### config.mk
export PLATFORM = sky130hd
export DESIGN_NAME = z_core_alu_issue
export DESIGN_NICKNAME = d
export VERILOG_FILES = /design/src/rtl/z_core_pkg.sv /design/src/rtl/z_core_imm_gen.sv /design/src/rtl/z_core_alu_issue.sv
export SDC_FILE = /design/constraint.sdc
export NUM_CORES = 1
export LEC_CHECK = 0
export CAP_MARGIN = 25
export CORE_MARGIN = 2
export CORE_UTILIZATION = 45
export CTS_CLUSTER_DIAMETER = 50
export DETAILED_ROUTE_END_ITERATION = 10
export DONT_BUFFER_PORTS = 1
export SLEW_MARGIN = 20
export SYNTH_ARGS = -nofsm -noshare
export SYNTH_HDL_FRONTEND = slang
export SYNTH_SLANG_ARGS = --single-unit
### constraint.sdc
create_clock -name clk -period 21.2 [get_ports clk]
set_input_delay 3.18 -clock clk [delete_from_list [all_inputs] [get_ports clk]]
set_output_delay 3.18 -clock clk [all_outputs]
set_load 0.01 [all_outputs]
### src/rtl/z_core_pkg.sv
// Shared RV32I decode constants and ALU operation codes for the z_core pipeline.
package z_core_pkg;

  typedef enum logic [3:0] {
    ALU_ADD  = 4'd0,  ALU_SUB  = 4'd1,  ALU_SLL  = 4'd2,  ALU_SLT  = 4'd3,
    ALU_SLTU = 4'd4,  ALU_XOR  = 4'd5,  ALU_SRL  = 4'd6,  ALU_SRA  = 4'd7,
    ALU_OR   = 4'd8,  ALU_AND  = 4'd9,  ALU_BEQ  = 4'd10, ALU_BNE  = 4'd11,
    ALU_BLT  = 4'd12, ALU_BGE  = 4'd13, ALU_BLTU = 4'd14, ALU_BGEU = 4'd15
  } alu_op_e;

  localparam logic [6:0] OPC_OP     = 7'b0110011;
  localparam logic [6:0] OPC_OP_IMM = 7'b0010011;
  localparam logic [6:0] OPC_LUI    = 7'b0110111;
  localparam logic [6:0] OPC_AUIPC  = 7'b0010111;
  localparam logic [6:0] OPC_LOAD   = 7'b0000011;
  localparam logic [6:0] OPC_STORE  = 7'b0100011;
  localparam logic [6:0] OPC_JAL    = 7'b1101111;
  localparam logic [6:0] OPC_JALR   = 7'b1100111;
  localparam logic [6:0] OPC_BRANCH = 7'b1100011;

  localparam logic [2:0] F3_ADD_SUB = 3'b000;
  localparam logic [2:0] F3_SLL     = 3'b001;
  localparam logic [2:0] F3_SLT     = 3'b010;
  localparam logic [2:0] F3_SLTU    = 3'b011;
  localparam logic [2:0] F3_XOR     = 3'b100;
  localparam logic [2:0] F3_SRL_SRA = 3'b101;
  localparam logic [2:0] F3_OR      = 3'b110;
  localparam logic [2:0] F3_AND     = 3'b111;

  localparam logic [2:0] F3_BEQ  = 3'b000;
  localparam logic [2:0] F3_BNE  = 3'b001;
  localparam logic [2:0] F3_BLT  = 3'b100;
  localparam logic [2:0] F3_BGE  = 3'b101;
  localparam logic [2:0] F3_BLTU = 3'b110;
  localparam logic [2:0] F3_BGEU = 3'b111;

  typedef struct packed {
    logic [31:0] in1;
    logic [31:0] in2;
    logic [31:0] pc;
    logic [31:0] imm;
    logic [4:0]  rd;
    alu_op_e     op;
    logic        is_branch;
    logic        illegal;
  } issue_pkt_t;

  // alt selects SUB (funct3 000) or SRA (funct3 101); ignored elsewhere.
  function automatic alu_op_e arith_op(input logic [2:0] f3, input logic alt);
    case (f3)
      F3_ADD_SUB: arith_op = alt ? ALU_SUB : ALU_ADD;
      F3_SLL:     arith_op = ALU_SLL;
      F3_SLT:     arith_op = ALU_SLT;
      F3_SLTU:    arith_op = ALU_SLTU;
      F3_XOR:     arith_op = ALU_XOR;
      F3_SRL_SRA: arith_op = alt ? ALU_SRA : ALU_SRL;
      F3_OR:      arith_op = ALU_OR;
      default:    arith_op = ALU_AND;
    endcase
  endfunction

endpackage

### src/rtl/z_core_imm_gen.sv
// RV32I immediate extraction; opcode bits are not needed so only inst[31:7] enters.
module z_core_imm_gen (
  input  logic [31:7] inst,
  output logic [31:0] imm_i,
  output logic [31:0] imm_s,
  output logic [31:0] imm_b,
  output logic [31:0] imm_u,
  output logic [31:0] imm_j
);

  assign imm_i = {{20{inst[31]}}, inst[31:20]};
  assign imm_s = {{20{inst[31]}}, inst[31:25], inst[11:7]};
  assign imm_b = {{19{inst[31]}}, inst[31], inst[7], inst[30:25], inst[11:8], 1'b0};
  assign imm_u = {inst[31:12], 12'b0};
  assign imm_j = {{11{inst[31]}}, inst[31], inst[19:12], inst[20], inst[30:21], 1'b0};

endmodule

### src/rtl/z_core_alu_issue.sv
// ALU issue stage: combinational RV32I decode feeding a two-entry skid buffer.
module z_core_alu_issue
  import z_core_pkg::*;
(
  input  logic        clk,
  input  logic        rst,
  input  logic        in_valid,
  output logic        in_ready,
  input  logic [31:0] in_inst,
  input  logic [31:0] in_pc,
  input  logic [31:0] in_rs1_data,
  input  logic [31:0] in_rs2_data,
  input  logic        flush,
  output logic        out_valid,
  input  logic        out_ready,
  output logic [31:0] alu_in1,
  output logic [31:0] alu_in2,
  output logic [3:0]  alu_inst_type,
  output logic [31:0] out_pc,
  output logic [4:0]  out_rd,
  output logic [31:0] out_imm,
  output logic        out_is_branch,
  output logic        out_illegal
);

  logic [31:0] imm_i, imm_s, imm_b, imm_u, imm_j;
  logic [6:0]  opcode;
  logic [2:0]  f3;
  logic        bad;
  issue_pkt_t  dec, main_q, skid_q;
  logic        skid_valid;
  logic        accept, main_free;

  z_core_imm_gen u_imm_gen (
    .inst  (in_inst[31:7]),
    .imm_i (imm_i),
    .imm_s (imm_s),
    .imm_b (imm_b),
    .imm_u (imm_u),
    .imm_j (imm_j)
  );

  assign opcode = in_inst[6:0];
  assign f3     = in_inst[14:12];

  always_comb begin
    dec     = '0;
    dec.pc  = in_pc;
    dec.op  = ALU_ADD;
    bad     = 1'b0;
    case (opcode)
      OPC_OP: begin
        dec.in1 = in_rs1_data;
        dec.in2 = in_rs2_data;
        dec.rd  = in_inst[11:7];
        dec.op  = arith_op(f3, in_inst[30]);
      end
      OPC_OP_IMM: begin
        dec.in1 = in_rs1_data;
        // Shift immediates carry funct7 in imm[11:5]; only the shamt is an operand.
        dec.in2 = (f3 == F3_SLL || f3 == F3_SRL_SRA) ? {27'd0, in_inst[24:20]} : imm_i;
        dec.imm = imm_i;
        dec.rd  = in_inst[11:7];
        dec.op  = arith_op(f3, (f3 == F3_SRL_SRA) && in_inst[30]);
      end
      OPC_LUI: begin
        dec.in2 = imm_u;
        dec.imm = imm_u;
        dec.rd  = in_inst[11:7];
      end
      OPC_AUIPC: begin
        dec.in1 = in_pc;
        dec.in2 = imm_u;
        dec.imm = imm_u;
        dec.rd  = in_inst[11:7];
      end
      OPC_LOAD: begin
        dec.in1 = in_rs1_data;
        dec.in2 = imm_i;
        dec.imm = imm_i;
        dec.rd  = in_inst[11:7];
      end
      OPC_STORE: begin
        dec.in1 = in_rs1_data;
        dec.in2 = imm_s;
        dec.imm = imm_s;
      end
      OPC_JAL, OPC_JALR: begin
        dec.in1 = in_pc;
        dec.in2 = 32'd4;
        dec.imm = (opcode == OPC_JAL) ? imm_j : imm_i;
        dec.rd  = in_inst[11:7];
      end
      OPC_BRANCH: begin
        dec.in1       = in_rs1_data;
        dec.in2       = in_rs2_data;
        dec.imm       = imm_b;
        dec.is_branch = 1'b1;
        case (f3)
          F3_BEQ:  dec.op = ALU_BEQ;
          F3_BNE:  dec.op = ALU_BNE;
          F3_BLT:  dec.op = ALU_BLT;
          F3_BGE:  dec.op = ALU_BGE;
          F3_BLTU: dec.op = ALU_BLTU;
          F3_BGEU: dec.op = ALU_BGEU;
          default: bad = 1'b1;
        endcase
      end
      default: bad = 1'b1;
    endcase
    if (bad) begin
      dec         = '0;
      dec.pc      = in_pc;
      dec.illegal = 1'b1;
    end
  end

  assign accept    = in_valid && in_ready && !flush;
  assign main_free = !out_valid || out_ready;

  // in_ready tracks the next skid state so out_ready never reaches it combinationally.
  always_ff @(posedge clk or posedge rst) begin
    if (rst) begin
      out_valid  <= 1'b0;
      skid_valid <= 1'b0;
      in_ready   <= 1'b0;
      main_q     <= '0;
      skid_q     <= '0;
    end else if (flush) begin
      out_valid  <= 1'b0;
      skid_valid <= 1'b0;
      in_ready   <= 1'b1;
    end else if (main_free) begin
      if (skid_valid) begin
        main_q     <= skid_q;
        out_valid  <= 1'b1;
        skid_valid <= accept;
        in_ready   <= !accept;
        if (accept) skid_q <= dec;
      end else begin
        out_valid <= accept;
        in_ready  <= 1'b1;
        if (accept) main_q <= dec;
      end
    end else begin
      if (accept) begin
        skid_q     <= dec;
        skid_valid <= 1'b1;
      end
      in_ready <= !(skid_valid || accept);
    end
  end

  assign alu_in1       = main_q.in1;
  assign alu_in2       = main_q.in2;
  assign alu_inst_type = main_q.op;
  assign out_pc        = main_q.pc;
  assign out_rd        = main_q.rd;
  assign out_imm       = main_q.imm;
  assign out_is_branch = main_q.is_branch;
  assign out_illegal   = main_q.illegal;

endmodule

==> metrics <==
GRT Residual Overflow=0; pin count of the biggest net entering global routing=166; fin crit share=25.1%; Critical Path RT=21.63 ns; cts bufs inserted=35; Post-CTS Setup Inserts=0; fmax=188 MHz; Reg clk slew, reported paths=0.05 ns; compound-gate portion of the synthesized area=23.2%; Syn Area/Cell=9.55 um^2; Arr. time, crit path=5.75 ns; Hold Path Class=flip-flop to flip-flop; most frequent cells in the layout=dfrtp_1 (280), nand2_1 (271), a21oi_1 (121); FILL cells=2566; die height=172 um; mapped cell area=12800 um^2; Seq/Total Area, Yosys=55.1%; row count=61; share of layout cells above drive strength 1=7.05%; Vias=10100; Pwr Density=96.7 nW/um^2; DR WL/cell=22.4 um; R2R cell count=7; Seq. cell area=7040 um^2; Most used DFF post-synth=dfrtp_1; yosys warns=0; VDD IR max=65.7 uV; gr usage total=24.7%; slew margin rel.=27.9%; Port-buffer cells=0; maxcap violations=0; Synth Area in XOR/XNOR=0.0687%; Post-synth ARST share=100%; Final Hold Vio Count=0; crit path max-delay cell type=buf_4; synth unique cells=58; setup TNS=0 ns; Starting DRT DRC Count=858; crit-path most repeated cell=buf_4; WL final=37400 um; post-route ant nets=0; Final setup viols=0; Worst Setup Path Type=input pin to flip-flop; crit start category=input pin; Worst path max stage delay=0.80 ns; PostCTS Resize Cnt=0; core region area=27900 um^2; hold path depth=2; setup slack at placement=15.35 ns; Worst Setup End Kind=flip-flop; commonest non-fill, non-tap cell in the layout=dfrtp_1; gpl congestion=0.897; drt pass-1 iters=5; fin nets=1402; Cells after Synth=1336; starting density of the core=45.8%; vias in the first global route=9491; Die ar.=29700 um^2; CP Max Fanout=84; clock skew=0.0139 ns; Final min period=5.33 ns; status=complete, no violations; clock latency on the worst-skew pair=0.50 ns; Synth top area share=55.1%; P&R area growth vs syn=10.5%; number of synthesized register bits=281; Clock Path Buffers=3; Min Hold Slack=0.463 ns; critical-path cell list=nor2b_1 -> nor3_2 -> buf_4 -> buf_4 -> nand2_1 -> nor2_1 -> a221o_1; Chip Width=172 um; Slew @ Worst Pin=1.08 ns; # hold bufs at CTS=0; H-tree depth=2; routed vias/inst=6.05; # DRC=0; clock root buffer master=clkbuf_16; ranking of synthesized cells by area=dfrtp_1 (55%), nand2_1 (8.0%), a21oi_1 (4.8%); worst setup margin=15.87 ns; adder-cell share of the synthesized area=0.0785%; RSZ-0062 raised after global routing=no; DP Wirelength=22900 um; Synth Area in Simple Gates=14.7%; area leader, netlist=dfrtp_1; main combinational cell family by area after synthesis=compound AO/OA/AOI/OAI gates; multiplexer share of the synthesized area=2.60%; CTS sink count=281; area of the multi-input gates=5240 um^2; first-pass GRT wire length=57000 um; initial antenna violation count=3; Max Slew Vio Count=0; syn nets=1469; Leak=0.00602 uW; CTS tree=done; Post-synth EDFFs=0; total I/O pin count=274
[metrics by stage]
stage / cell area, um^2 / cells / utilization, % / power, uW
6_report: 14100 / 1671 / 50.6 / 1360
4_1_cts: 14000 / 1667 / 50.4 / 1380
3_5_place_dp: 12900 / 1609 / 46.3 / 778
2_1_floorplan: 12800 / 1336 / - / 740
5_1_grt: 14100 / 1670 / 50.6 / 1430
3_3_place_gp: 12900 / 1608 / 46.2 / 775
[cells by family after synthesis]
family	Yosys count
and+or+nand+nor	433
AOI/OAI and AO/OA	463
muxes	33
xor gates and xnor gates	1
adders and majority gates	1
buffers and inverters	124
DFF	281
[metal layers]
metal  up-vias  GRT usage (%)  wire length (um)
li1       4681              -                 -
met1      4953           34.8             15800
met2       419           35.9             16600
met3        58           8.56              4080
met4         2           7.53               935
met5         -              0                11
[registers in the layout, summed over array words and instances (netlist names)]
register / cells
alu_in1: 32
alu_in2: 32
alu_inst_type: 4
in_ready: 1
out_illegal: 1
out_imm: 32
out_is_branch: 1
out_pc: 32
out_rd: 5
out_valid: 1
skid_q: 139
skid_valid: 1
[power by group]
group	switching [uW]	leakage, uW	internal, uW	total [uW]
clock network	224	0.000574	370	594
registers	64.1	0.00366	593	657
logic	69.7	0.00179	40.6	110
total	358	0.00602	1000	1360
[path summary, 6_finish.rpt]
path / start / endpoint / slack, ns
min in group asynchronous: rst / out_rd[4]$_DFFE_PP0P_ / 2.65
max in group asynchronous: rst / skid_q[63]$_DFFE_PP0P_ / 17.04
max: out_ready / alu_in2[4]$_DFFE_PP0P_ / 15.87
min: skid_q[76]$_DFFE_PP0P_ / skid_q[76]$_DFFE_PP0P_ / 0.46
max reg2reg: skid_valid$_DFFE_PP0P_ / alu_in2[4]$_DFFE_PP0P_ / 17.37
min reg2reg: skid_q[76]$_DFFE_PP0P_ / skid_q[76]$_DFFE_PP0P_ / 0.46
[synthesized netlist by cell type, drive strengths merged, types with 2 or more instances]
| library cell | count |
|---|---|
| a32o | 6 |
| a22oi | 32 |
| inv | 5 |
| a221oi | 20 |
| and4 | 4 |
| clkbuf | 88 |
| a21oi | 122 |
| o21ai | 89 |
| mux2i | 32 |
| and3 | 25 |
| and2 | 2 |
| nand2 | 271 |
| o21a | 8 |
| dfrtp | 281 |
| nand3 | 9 |
| o31ai | 74 |
| nor4 | 2 |
| o22ai | 75 |
| a221o | 14 |
| buf | 31 |
| nor2b | 8 |
| nor2 | 86 |
| and3b | 3 |
| a21o | 3 |
| o211ai | 4 |
| nand2b | 3 |
| or3 | 5 |
| a22o | 5 |
| nor3 | 9 |
[critical path, delay by kind of cell]
kind                   cells  cell delay (ns)
AO/OA/AOI/OAI              1             0.19
AND/OR/NAND/NOR            4             1.19
buffers and inverters      2             1.15
[final cells by class]
| cell class | instances | area share [%] |
|---|---|---|
| repair buffers | 15 | 1.08 |
| diodes | 3 | 0.0533 |
| multi-input cells | 931 | 37.2 |
| clock inverters | 13 | 1.07 |
| flip-flops and latches | 281 | 49.9 |
| clock buffers | 45 | 7.14 |
| well taps | 378 | 3.36 |
| inverters | 5 | 0.187 |
(Power assumes the default switching activity.)
